## config.mk

```make
export PLATFORM = sky130hd
export DESIGN_NAME = dkong_dma_mc
export DESIGN_NICKNAME = d
export VERILOG_FILES = /design/src/rtl/dkong_dma_mc.sv
export SDC_FILE = /design/constraint.sdc
export NUM_CORES = 1
export LEC_CHECK = 0
export CELL_PAD_IN_SITES_DETAIL_PLACEMENT = 0
export CELL_PAD_IN_SITES_GLOBAL_PLACEMENT = 2
export CORE_MARGIN = 2
export CORE_UTILIZATION = 31
export DETAILED_ROUTE_END_ITERATION = 10
export GPL_ROUTABILITY_DRIVEN = 0
export PLACE_DENSITY_LB_ADDON = 0.1
export SLEW_MARGIN = 20
export SYNTH_ARGS = -nofsm -noshare
export SYNTH_HDL_FRONTEND = slang
export SYNTH_SLANG_ARGS = --single-unit
export TNS_END_PERCENT = 100
```

## constraint.sdc

```tcl
create_clock -name I_CLK -period 5.5 [get_ports I_CLK]
set_input_delay 1.1 -clock I_CLK [delete_from_list [all_inputs] [get_ports I_CLK]]
set_output_delay 1.1 -clock I_CLK [all_outputs]
set_load 0.02 [all_outputs]
```

## src/rtl/dkong_dma_mc.sv

```systemverilog
// dkong_dma_mc: multi-channel fixed-priority block DMA. It holds the Z80 bus
// through BUSRQ/BUSAK and copies source RAM to destination RAM through a
// two-stage read/write pipeline.
// Optional constant-fill mode: define DKONG_DMA_FILL_EN.
module dkong_dma_mc #(
   parameter int CHANNELS = 2,
   parameter int AW       = 10,
   parameter int DW       = 8,
   parameter int LW       = 10
) (
   input  logic                   I_CLK,
   input  logic                   I_RESETn,
   input  logic                   I_CLK_EN,
   input  logic [CHANNELS-1:0]    I_DMA_TRIG,
   input  logic [CHANNELS*AW-1:0] I_CH_SRC,
   input  logic [CHANNELS*AW-1:0] I_CH_DST,
   input  logic [CHANNELS*LW-1:0] I_CH_LEN,
`ifdef DKONG_DMA_FILL_EN
   input  logic [CHANNELS-1:0]    I_CH_FILL,
   input  logic [DW-1:0]          I_FILL_D,
`endif
   input  logic                   I_HLDA,
   input  logic [DW-1:0]          I_DMA_DS,
   output logic                   O_HRQ,
   output logic [AW-1:0]          O_DMA_AS,
   output logic                   O_DMA_CES,
   output logic [AW-1:0]          O_DMA_AD,
   output logic [DW-1:0]          O_DMA_DD,
   output logic                   O_DMA_CED,
   output logic                   O_BUSY,
   output logic [1:0]             O_ACT_CH,
   output logic [CHANNELS-1:0]    O_DONE
);

   typedef enum logic [1:0] {S_IDLE, S_REQ, S_XFER, S_DONE} state_t;

   state_t              state, state_n;
   logic [CHANNELS-1:0] pending, trig_d, clr_mask;
   logic [1:0]          cur_ch, win_ch;
   logic [AW-1:0]       src_q, dst_q, win_src, win_dst;
   logic [LW-1:0]       len_q, rd_idx, wr_idx, win_len;
   logic                rd_vld, win_vld;
   logic                load, rewind, rd_go, wr_go;
`ifdef DKONG_DMA_FILL_EN
   logic                fill_q, win_fill;
`endif

   // Lowest-index pending channel wins arbitration
   always_comb begin
      win_vld  = 1'b0;
      win_ch   = '0;
      win_src  = '0;
      win_dst  = '0;
      win_len  = '0;
`ifdef DKONG_DMA_FILL_EN
      win_fill = 1'b0;
`endif
      for (int unsigned i = CHANNELS; i > 0; i--) begin
         if (pending[i-1]) begin
            win_vld  = 1'b1;
            win_ch   = 2'(i - 1);
            win_src  = I_CH_SRC[(i-1)*AW +: AW];
            win_dst  = I_CH_DST[(i-1)*AW +: AW];
            win_len  = I_CH_LEN[(i-1)*LW +: LW];
`ifdef DKONG_DMA_FILL_EN
            win_fill = I_CH_FILL[i-1];
`endif
         end
      end
   end

   // State register
   always_ff @(posedge I_CLK or negedge I_RESETn) begin
      if (!I_RESETn)
         state <= S_IDLE;
      else if (I_CLK_EN)
         state <= state_n;
   end

   // Next state, bus handshake, pipeline addressing and completion pulse
   always_comb begin
      state_n  = state;
      load     = 1'b0;
      rewind   = 1'b0;
      rd_go    = 1'b0;
      wr_go    = 1'b0;
      O_HRQ    = 1'b0;
      O_DMA_AS = '0;
      O_DMA_AD = '0;
      O_DMA_DD = '0;
      O_DONE   = '0;
      case (state)
         S_IDLE: begin
            if (win_vld) begin
               load    = 1'b1;
               state_n = (win_len == '0) ? S_DONE : S_REQ;
            end
         end
         S_REQ: begin
            O_HRQ = 1'b1;
            if (I_HLDA)
               state_n = S_XFER;
         end
         S_XFER: begin
            O_HRQ = 1'b1;
            if (!I_HLDA) begin
               rewind  = 1'b1;
               state_n = S_REQ;
            end else begin
               rd_go    = (rd_idx < len_q);
               wr_go    = rd_vld;
               O_DMA_AS = src_q + AW'(rd_idx);
               O_DMA_AD = dst_q + AW'(wr_idx);
               O_DMA_DD = I_DMA_DS;
`ifdef DKONG_DMA_FILL_EN
               if (fill_q) begin
                  rd_go    = 1'b0;
                  wr_go    = 1'b1;
                  O_DMA_AS = '0;
                  O_DMA_DD = I_FILL_D;
               end
`endif
               if (wr_go && (wr_idx + LW'(1) == len_q))
                  state_n = S_DONE;
            end
         end
         S_DONE: begin
            O_DONE  = CHANNELS'(1) << cur_ch;
            state_n = S_IDLE;
         end
         default: state_n = S_IDLE;
      endcase
   end

   assign O_DMA_CES = rd_go & I_CLK_EN;
   assign O_DMA_CED = wr_go & I_CLK_EN;
   assign O_BUSY    = (state != S_IDLE);
   assign O_ACT_CH  = cur_ch;
   assign clr_mask  = load ? (CHANNELS'(1) << win_ch) : '0;

   // Trigger edge detection; a fresh edge re-arms a channel even while it is served
   always_ff @(posedge I_CLK or negedge I_RESETn) begin
      if (!I_RESETn) begin
         trig_d  <= '0;
         pending <= '0;
      end else if (I_CLK_EN) begin
         trig_d  <= I_DMA_TRIG;
         pending <= (pending & ~clr_mask) | (I_DMA_TRIG & ~trig_d);
      end
   end

   // Transfer context latch and read/write index pipeline
   always_ff @(posedge I_CLK or negedge I_RESETn) begin
      if (!I_RESETn) begin
         cur_ch <= '0;
         src_q  <= '0;
         dst_q  <= '0;
         len_q  <= '0;
         rd_idx <= '0;
         wr_idx <= '0;
         rd_vld <= 1'b0;
`ifdef DKONG_DMA_FILL_EN
         fill_q <= 1'b0;
`endif
      end else if (I_CLK_EN) begin
         if (load) begin
            cur_ch <= win_ch;
            src_q  <= win_src;
            dst_q  <= win_dst;
            len_q  <= win_len;
            rd_idx <= '0;
            wr_idx <= '0;
            rd_vld <= 1'b0;
`ifdef DKONG_DMA_FILL_EN
            fill_q <= win_fill;
`endif
         end else if (rewind) begin
            // the in-flight read is dropped and re-issued from the first unwritten index
            rd_idx <= wr_idx;
            rd_vld <= 1'b0;
         end else begin
            if (rd_go)
               rd_idx <= rd_idx + LW'(1);
            if (wr_go)
               wr_idx <= wr_idx + LW'(1);
            rd_vld <= rd_go;
         end
      end
   end

endmodule

```

==> results_dict.tcl <==
set metrics [dict create \
    synth_edf_count 0 \
    drc 0 \
    slew-limit-headroom_pct 46.2 \
    synth_area_mm2 0.00431 \
    wl_um 13900 \
    avgSynthCellArea_um2 8.53 \
    fin_crit_ps 4450 \
    track_usage_pct 19.4 \
    ys_seq_elements 58 \
    cts.path.max_buffers 2 \
    hold_viol 0 \
    first_global_vias 4207 \
    nFillCells 1397 \
    grt_max_degree 59 \
    port_buffers 108 \
    cts_setup_buffers 0 \
    tns_ps 0 \
    synthArstFlopShare_pct 100 \
    ys_warn_count 0 \
    core-area_mm2 0.0137 \
    dr.pass1.iters 4 \
    fp.dieW_um 122 \
    final-setup-viol-count 0 \
    path_clk_slew_ps 60 \
    area_delta_synth_final_pct 34.8 \
    antenna_left 0 \
    cts.repair.resized 0 \
    synthesis.nets 615 \
    critical_path_class "in2out" \
    ys_types 52 \
    clock_latency_ps 330 \
    place_inst 770 \
    grt_pass1_wl_um 22100 \
    yosysSeqAreaShare_pct 33.7 \
    worstPathArrival_ps 3350 \
    end_kind "output port" \
    ctsRootBufferMaster "clkbuf_16" \
    multiInputGateArea_mm2 0.00262 \
    antenna_found_initial 0 \
    cts_tree "built" \
    drv_cap 0 \
    ioPinCount 110 \
    hold_path_class "reg2reg" \
    cts_buffers 9 \
    viasPerCell 5.23 \
    core.rowCount 43 \
    cp_slowest_stage_delay_ps 750 \
    die-height_um 122 \
    worstPathCellList "clkdlybuf4s50_1, and2_1, buf_4, nand3_1, a21oi_1, clkdlybuf4s50_1" \
    cts_sinks 58 \
    synth_flop_cell "dfrtp_1" \
    drt_iter0_drc 243 \
    holdBufCountCts 0 \
    rsz0062_at_grt "false" \
    synthCells 505 \
    finalNonFillerCells 786 \
    hpwl_um 10500 \
    grt_overflow_total 0 \
    htree_levels 3 \
    wl_per_cell_um 17.7 \
    worstPathRequired_ps 4400 \
    power_density_mw_per_mm2 419 \
    vias 4109 \
    tightestPinTransition_ps 808 \
    leakagePower_nw 2.51 \
    status "complete, no violations" \
    layout_commonest_cell "clkdlybuf4s50_1" \
    max-vdd-ir-drop_mv 0.245 \
    register_area_mm2 0.00145 \
    slowest_stage "clkdlybuf4s50_1" \
    dieArea_mm2 0.0148 \
    critPathMaxFanout 14 \
    fin_worst_skew_ps 7.23 \
    final_cell_mix "clkdlybuf4s50_1 (107), dfrtp_1 (58), nand2_1 (45)" \
    final_max_slew_viol_count 0 \
    final_nets 711 \
    min_period_over_period_pct 80.8 \
    max_freq_mhz 225 \
    drive_gt1_share_pct 5.61 \
    cp-start-kind "input port" \
    insertedDiodeCount 0 \
    initial_core_util_pct 31.4 \
    cpMostUsedCell "clkdlybuf4s50_1" \
]
state kept, by name, indices dropped and copies added (netlist names):
| register | cells |
|---|---|
| src_q | 10 |
| pending | 2 |
| O_ACT_CH | 1 |
| state | 2 |
| dst_q | 10 |
| trig_d | 2 |
| len_q | 10 |
| rd_vld | 1 |
| rd_idx | 10 |
| wr_idx | 10 |
metrics by stage:
step | hold WS (ps) | setup slack, ps | util (%) | total power [mW] | area [µm²]
final | 484 | 1050 | 42.3 | 2.43 | 5800
after global routing | 521 | 897 | 42.3 | 2.63 | 5800
after CTS | 493 | 1050 | 42.3 | 2.46 | 5800
after detailed placement | 480 | 1070 | 40.4 | 1.94 | 5540
after global placement | 471 | 1070 | 40.4 | 1.92 | 5540
after floorplan | 456 | 2230 | - | 1.48 | 4310
worst paths after layout:
path                             from        end  slack [ps]  cells past startpoint
hold / removal               dst_q[3]   dst_q[3]         480                      2
hold reg to reg              dst_q[3]   dst_q[3]         480                      2
setup reg to reg           pending[0]  rd_idx[1]        2640                      6
setup / recovery               I_HLDA  O_DMA_CES        1050                      6
max in group asynchronous    I_RESETn  rd_idx[4]        4040                      2
min in group asynchronous    I_RESETn   state[0]         950                      2
power breakdown:
part | leakage, nW | internal (mW) | switching, mW
sequential | 0.735 | 0.563 | 0.145
combinational | 1.64 | 0.508 | 0.703
clock | 0.133 | 0.315 | 0.196
total | 2.51 | 1.39 | 1.04
layer usage:
| metal | vias up | global-route usage, % | part of all wire [%] |
|---|---|---|---|
| li1 | 2041 | - | - |
| met5 | - | 0 | 0 |
| met2 | 127 | 30.1 | 43 |
| met1 | 1922 | 26.6 | 49 |
| met4 | 0 | 7.18 | 2.3 |
| met3 | 19 | 4.03 | 5.8 |
synthesized netlist by cell type, drive strengths merged, types with 7 or more instances:
cell type	n	area share, %
o22ai	9	1.3
clkbuf	24	2.1
nor2	27	2.5
xnor2	13	2.6
o31ai	8	1.4
ha	34	9.9
a221oi	11	2.2
inv	30	2.6
nor2b	9	1.3
nand2	45	3.9
a211oi	8	1.7
o2bb2ai	8	1.6
o21ai	46	5.5
a21oi	29	3.4
nor3b	7	1.2
dfrtp	58	34
nor3	18	2.1
a22oi	18	3.1
mux2i	7	1.6
nand3	13	1.5
and3	19	2.8
kinds of logic (layout without fill, tap and decap cells):
logic type	count (synthesis)	count (layout)	share of synthesized area (%)
xor+xnor	18	18	3.66
flops	58	58	33.7
mux	10	10	2.59
other cells	1	1	0.0871
simple gates	159	159	18.5
compound gates	163	163	25.1
buf+inv	60	161	5.49
fa+ha+maj	36	36	10.8
worst max-delay path: cells and delay by family:
family,cells,cell delay [ps]
buffers and inverters,3,1600
AO/OA/AOI/OAI,1,240
AND/OR/NAND/NOR,2,400
final cells by class:
| cell class | count | area share, % |
|---|---|---|
| Tap cell | 180 | 3.88 |
| Clock buffer | 13 | 4.31 |
| Clock inverter | 3 | 0.259 |
| Sequential cell | 58 | 25.0 |
| Inverter | 30 | 1.94 |
| Timing Repair Buffer | 115 | 19.4 |
| Multi-Input combinational cell | 387 | 45.1 |
(Power assumes the default switching activity.)
